## config.mk

```make
export PLATFORM = sky130hd
export DESIGN_NAME = rhd_frame_packer
export DESIGN_NICKNAME = d
export VERILOG_FILES = /design/src/rtl/rhd_frame_packer.sv
export SDC_FILE = /design/constraint.sdc
export NUM_CORES = 2
export LEC_CHECK = 0
export CAP_MARGIN = 20
export CORE_MARGIN = 5
export CORE_UTILIZATION = 24
export DETAILED_ROUTE_END_ITERATION = 7
export REMOVE_ABC_BUFFERS = 1
export SLEW_MARGIN = 10
export SYNTH_ARGS = -nofsm -noshare
export SYNTH_HDL_FRONTEND = slang
export SYNTH_SLANG_ARGS = --single-unit
```

## constraint.sdc

```tcl
create_clock -name clk -period 29.7 [get_ports clk]
set_input_delay 4.455 -clock clk [delete_from_list [all_inputs] [get_ports clk]]
set_output_delay 4.455 -clock clk [all_outputs]
set_load 0.02 [all_outputs]
```

## src/rtl/rhd_frame_packer.sv

```systemverilog
// rhd_frame_packer
//   Captures a completed CHANNELS x SAMPLE_W scan frame into a shadow register and
//   serialises it as a framed word stream:
//     MAGIC, cnt[31:16], cnt[15:0], ch0 .. ch(CHANNELS-1), checksum
//   where cnt is the post-increment frame counter and checksum is the XOR of every
//   preceding word of the frame. Frames arriving while a frame drains are dropped
//   and counted.
//
// Stream handshake: a beat transfers on a rising edge where m_valid & m_ready.
//   Once m_valid is high, m_data/m_valid/m_last hold until that beat transfers;
//   m_valid never falls inside a frame (only async reset can abandon one).
//
// Ports
//   clk, rst         clock (rising edge), asynchronous active-high reset
//   enable           1 = accept frames; 0 = ignore frame_valid entirely
//   frame_in         packed frame, channel i = frame_in[i*SAMPLE_W +: SAMPLE_W]
//   frame_valid      1-cycle pulse, frame_in complete this cycle
//   m_data/m_valid/m_last/m_ready   output word stream
//   busy             high whenever the packer is not idle
//   frame_count      frames captured since reset (wraps)
//   drop_count       frames dropped (saturating), overflow sticky drop flag
//   clear_overflow   clears overflow and drop_count
//   dbg_state        current FSM state encoding, for observation only
module rhd_frame_packer #(
    parameter int                  CHANNELS = 32,
    parameter int                  SAMPLE_W = 16,
    parameter logic [SAMPLE_W-1:0] MAGIC    = 16'hC691
) (
    input  logic                         clk,
    input  logic                         rst,
    input  logic                         enable,
    input  logic [CHANNELS*SAMPLE_W-1:0] frame_in,
    input  logic                         frame_valid,
    output logic [SAMPLE_W-1:0]          m_data,
    output logic                         m_valid,
    input  logic                         m_ready,
    output logic                         m_last,
    output logic                         busy,
    output logic [31:0]                  frame_count,
    output logic [15:0]                  drop_count,
    output logic                         overflow,
    input  logic                         clear_overflow,
    output logic [2:0]                   dbg_state
);

    localparam int IDX_W = $clog2(CHANNELS);
    localparam logic [IDX_W-1:0] LAST_IDX = IDX_W'(CHANNELS - 1);

    typedef enum logic [2:0] {
        S_IDLE = 3'd0,
        S_HDR  = 3'd1,
        S_CNTH = 3'd2,
        S_CNTL = 3'd3,
        S_SMP  = 3'd4,
        S_CSUM = 3'd5
    } state_t;

    state_t                       state_q;
    logic [CHANNELS*SAMPLE_W-1:0] shadow_q;
    logic [31:0]                  frame_count_q;
    logic [31:0]                  cnt_q;
    logic [SAMPLE_W-1:0]          xor_q;
    logic [IDX_W-1:0]             idx_q;
    logic [SAMPLE_W-1:0]          m_data_q;
    logic                         m_valid_q;
    logic                         m_last_q;
    logic [15:0]                  drop_count_q;
    logic                         overflow_q;

    logic                accept;
    logic                final_beat;
    logic                fv_en;
    logic                capture;
    logic                drop;
    logic [31:0]         frame_count_d;
    logic [SAMPLE_W-1:0] xor_d;
    logic [IDX_W-1:0]    idx_d;
    logic [SAMPLE_W-1:0] sample_d;

    assign accept        = m_valid_q & m_ready;
    assign final_beat    = (state_q == S_CSUM) & accept;
    assign fv_en         = frame_valid & enable;
    // A frame landing on the checksum accept is taken directly: no idle gap, no drop.
    assign capture       = fv_en & ((state_q == S_IDLE) | final_beat);
    assign drop          = fv_en & (state_q != S_IDLE) & ~final_beat;
    assign frame_count_d = frame_count_q + 32'd1;
    assign xor_d         = xor_q ^ m_data_q;
    // Index of the next sample to present: 0 when leaving CNTL, idx+1 inside SMP.
    assign idx_d         = (state_q == S_SMP) ? idx_q + 1'b1 : '0;
    assign sample_d      = shadow_q[idx_d*SAMPLE_W +: SAMPLE_W];

    always_ff @(posedge clk or posedge rst) begin
        if (rst) begin
            state_q       <= S_IDLE;
            shadow_q      <= '0;
            frame_count_q <= '0;
            cnt_q         <= '0;
            xor_q         <= '0;
            idx_q         <= '0;
            m_data_q      <= '0;
            m_valid_q     <= 1'b0;
            m_last_q      <= 1'b0;
            drop_count_q  <= '0;
            overflow_q    <= 1'b0;
        end else begin
            if (capture) begin
                shadow_q      <= frame_in;
                frame_count_q <= frame_count_d;
                cnt_q         <= frame_count_d;
                xor_q         <= '0;
                idx_q         <= '0;
                m_data_q      <= MAGIC;
                m_valid_q     <= 1'b1;
                m_last_q      <= 1'b0;
                state_q       <= S_HDR;
            end else if (accept) begin
                case (state_q)
                    S_HDR: begin
                        xor_q    <= xor_d;
                        m_data_q <= cnt_q[31:16];
                        state_q  <= S_CNTH;
                    end
                    S_CNTH: begin
                        xor_q    <= xor_d;
                        m_data_q <= cnt_q[15:0];
                        state_q  <= S_CNTL;
                    end
                    S_CNTL: begin
                        xor_q    <= xor_d;
                        idx_q    <= idx_d;
                        m_data_q <= sample_d;
                        state_q  <= S_SMP;
                    end
                    S_SMP: begin
                        xor_q <= xor_d;
                        if (idx_q == LAST_IDX) begin
                            // Checksum folds in the last sample being accepted now.
                            m_data_q <= xor_d;
                            m_last_q <= 1'b1;
                            state_q  <= S_CSUM;
                        end else begin
                            idx_q    <= idx_d;
                            m_data_q <= sample_d;
                        end
                    end
                    S_CSUM: begin
                        m_data_q  <= '0;
                        m_valid_q <= 1'b0;
                        m_last_q  <= 1'b0;
                        state_q   <= S_IDLE;
                    end
                    default: begin
                        m_valid_q <= 1'b0;
                        m_last_q  <= 1'b0;
                        state_q   <= S_IDLE;
                    end
                endcase
            end

            // A drop coinciding with clear restarts the count at one.
            if (drop) begin
                overflow_q <= 1'b1;
                if (clear_overflow) begin
                    drop_count_q <= 16'd1;
                end else if (drop_count_q != 16'hFFFF) begin
                    drop_count_q <= drop_count_q + 16'd1;
                end
            end else if (clear_overflow) begin
                overflow_q   <= 1'b0;
                drop_count_q <= '0;
            end
        end
    end

    assign m_data      = m_data_q;
    assign m_valid     = m_valid_q;
    assign m_last      = m_last_q;
    assign busy        = (state_q != S_IDLE);
    assign frame_count = frame_count_q;
    assign drop_count  = drop_count_q;
    assign overflow    = overflow_q;
    assign dbg_state   = state_q;

endmodule

```

==> results.yml <==
outcome:
  status: "completed"
die:
  initial_core_util: 0.242
  rows: 125
  dieArea_mm2: 0.124
  die_w_um: 352
  fp.dieH_um: 352
  coreArea_mm2: 0.116
  io_pins: 589
setup_path:
  endpoint_kind: "flip-flop"
  worstPathRequired_ps: 30250
  crit_fanout: 179
  cp_data_arrival_time_ps: 8020
  rr_worst_depth: 10
  r2r_slack_ps: 24940
  r2r_start: "idx_q[0]"
  critPathKind: "in -> reg"
  r2r-end: "m_data[9]"
  cp-startpoint: "m_ready"
  crit_path_start_kind: "input pin"
sta:
  worst_slew_pin_slew_ps: 1150
  slew_violations: 0
  holdWs_ps: 467
  setup_tns_ps: 0
  hold_viol_final: 0
  relSlewSlack: 0.235
  fmax_mhz: 134
  rsz0062_at_grt: "no"
  setup_viol: 0
  fin_crit_ps: 7470
  finalCritPeriodShare: 0.251
  postLayoutSetupSlackWorst_ps: 22230
  fin_skew_ps: 17.8
logic_synthesis:
  synth_edf_count: 0
  ys_warn_count: 0
  ys_types: 64
  syn_inst: 3371
  synth.yosys.seq_area_share: 0.537
  syn_avg_cell_area_um2: 8.34
  ys.flop_type: "dfrtp_1"
  ys_ff_latch: 603
  async_flop_share: 1.00
  syn_area_mm2: 0.0281
clocking:
  insertion_delay_ps: 640
  clockBufferDepth: 3
  postCtsHoldBufs: 0
  clkTransAtPathRegs_ps: 60
  cts-buffers-inserted: 74
  cts-root-buf: "clkbuf_16"
  cts_sinks: 603
  cts_tree: "done"
  cts_resized: 0
  htree_levels: 3
  cts_setup_buffers: 0
placement:
  hpwl_um: 81400
  dpl-instance-area_mm2: 0.0355
  dp_slack_ps: 21690
  portBuffers: 588
  gp_congestion: 0.848
routing:
  num_vias: 25200
  viasPerCell: 4.62
  first_pass_iters: 5
  routed_wl_um: 115000
  drtIter0Drc: 1826
  wl_per_cell_um: 21.1
  ant_nets: 0
  drc: 0
final_layout:
  area_growth_pct: 35.4
  mostFrequentLayoutCells: "1,759 x nand2_1, 602 x dfrtp_1, 588 x clkdlybuf4s50_1"
  final_common_cell: "nand2_1"
  nFillCells: 12200
  drive_gt1_frac: 0.0515
  design_area_mm2: 0.0381
  fin_nets: 4388
pwr:
  power.leakage_nw: 17.7
  cellPowerDensity_mw_per_mm2: 89.1
  vdd_drop_max_mv: 0.0429
  total_power_mw: 3.39
worst_hold_path:
  min_path_cells: 2
  hold-path-endpoint: "shadow_q[74]"
  hold_start: "shadow_q[74]"
  min_path_type: "reg -> reg"
grt:
  antenna_found_initial: 19
  grt_pass1_vias: 25900
  grtUsageTotal: 0.181
  grt_max_degree: 188
  grt_pass1_wl_um: 170000
  overflow: 0
job:
  cap_viol_max_count: 0
[cell families after synthesis]
| kind of cell | after synthesis | synth area share |
|---|---|---|
| xor+xnor | 60 | 0.0190 |
| fa+ha+maj | 5 | 0.00222 |
| flops | 603 | 0.537 |
| mux | 79 | 0.0351 |
| compound gates | 334 | 0.0814 |
| buf+inv | 221 | 0.0315 |
| simple gates | 2069 | 0.294 |
[worst max-delay path by stage]
stage	to	slack, ps	cells after the start
floorplan	xor_q[0]	7150	5
global placement	shadow_q[14]	21740	7
detailed placement	shadow_q[218]	21690	8
CTS	shadow_q[127]	22400	8
global route	shadow_q[202]	22040	8
finish	shadow_q[15]	22230	8
[per-stage QoR]
stage | util | instances
after CTS | 0.327 | 5446
after floorplan | - | 3160
after detailed placement | 0.306 | 5312
after global routing | 0.328 | 5455
after global placement | 0.306 | 5312
final | 0.328 | 5461
[sequential cells by signal, indices dropped and copies added (netlist names)]
name,flops
idx_q,5
overflow,1
xor_q,16
m_data,16
m_valid,1
m_last,1
shadow_q,512
dbg_state,3
drop_count,16
cnt_q,32
[synthesized netlist by cell type (17+ instances only)]
cell      instances  area [µm²]
a21oi_1          63         315
nand3_1          68         340
a221oi_1         60         526
nand2b_1         19         119
dfrtp_1         603       15100
nand2_1        1762        6610
a31oi_1          22         138
clkbuf_1        174         653
xor2_1           30         263
mux2i_1          58         581
or3_1            18         113
nor2_1           73         274
xnor2_1          29         254
and3_1           30         188
nor3_1           38         190
o21ai_0          82         410
buf_2            20         100
nand4_1          17         106
[area by class of cell]
cell class | instances | area, µm² | share of cell area
sequential | 603 | 15100 | 0.396
clock buffer | 103 | 2080 | 0.0546
inverter | 10 | 45.0 | 0.00118
tap | 1524 | 1910 | 0.0501
timing repair buffer | 629 | 6250 | 0.164
antenna | 14 | 35.0 | 0.000920
multi-input combinational | 2547 | 12300 | 0.322
clock inverter | 31 | 407 | 0.0107
[critical path: stages]
cell and delay, ps:
clkdlybuf4s50_1 510, nand4_1 150, a21o_1 290, nor2_4 680, buf_4 760, buf_12 470, nand2_1 140, nand2_1 90
[where the power goes]
group | switching (mW) | total (mW) | internal, mW
logic | 0.655 | 1.07 | 0.411
registers | 0.216 | 1.38 | 1.17
clock network | 0.379 | 0.941 | 0.562
total | 1.25 | 3.39 | 2.14
[per-layer routing]
layer,global-route usage,wire length [µm],part of all wire
met5,0.00654,71,0.00062
met4,0.0541,2910,0.025
met3,0.0583,9540,0.083
met2,0.291,53400,0.46
met1,0.233,49400,0.43
Note: power is estimated with default switching activity, not from simulation.
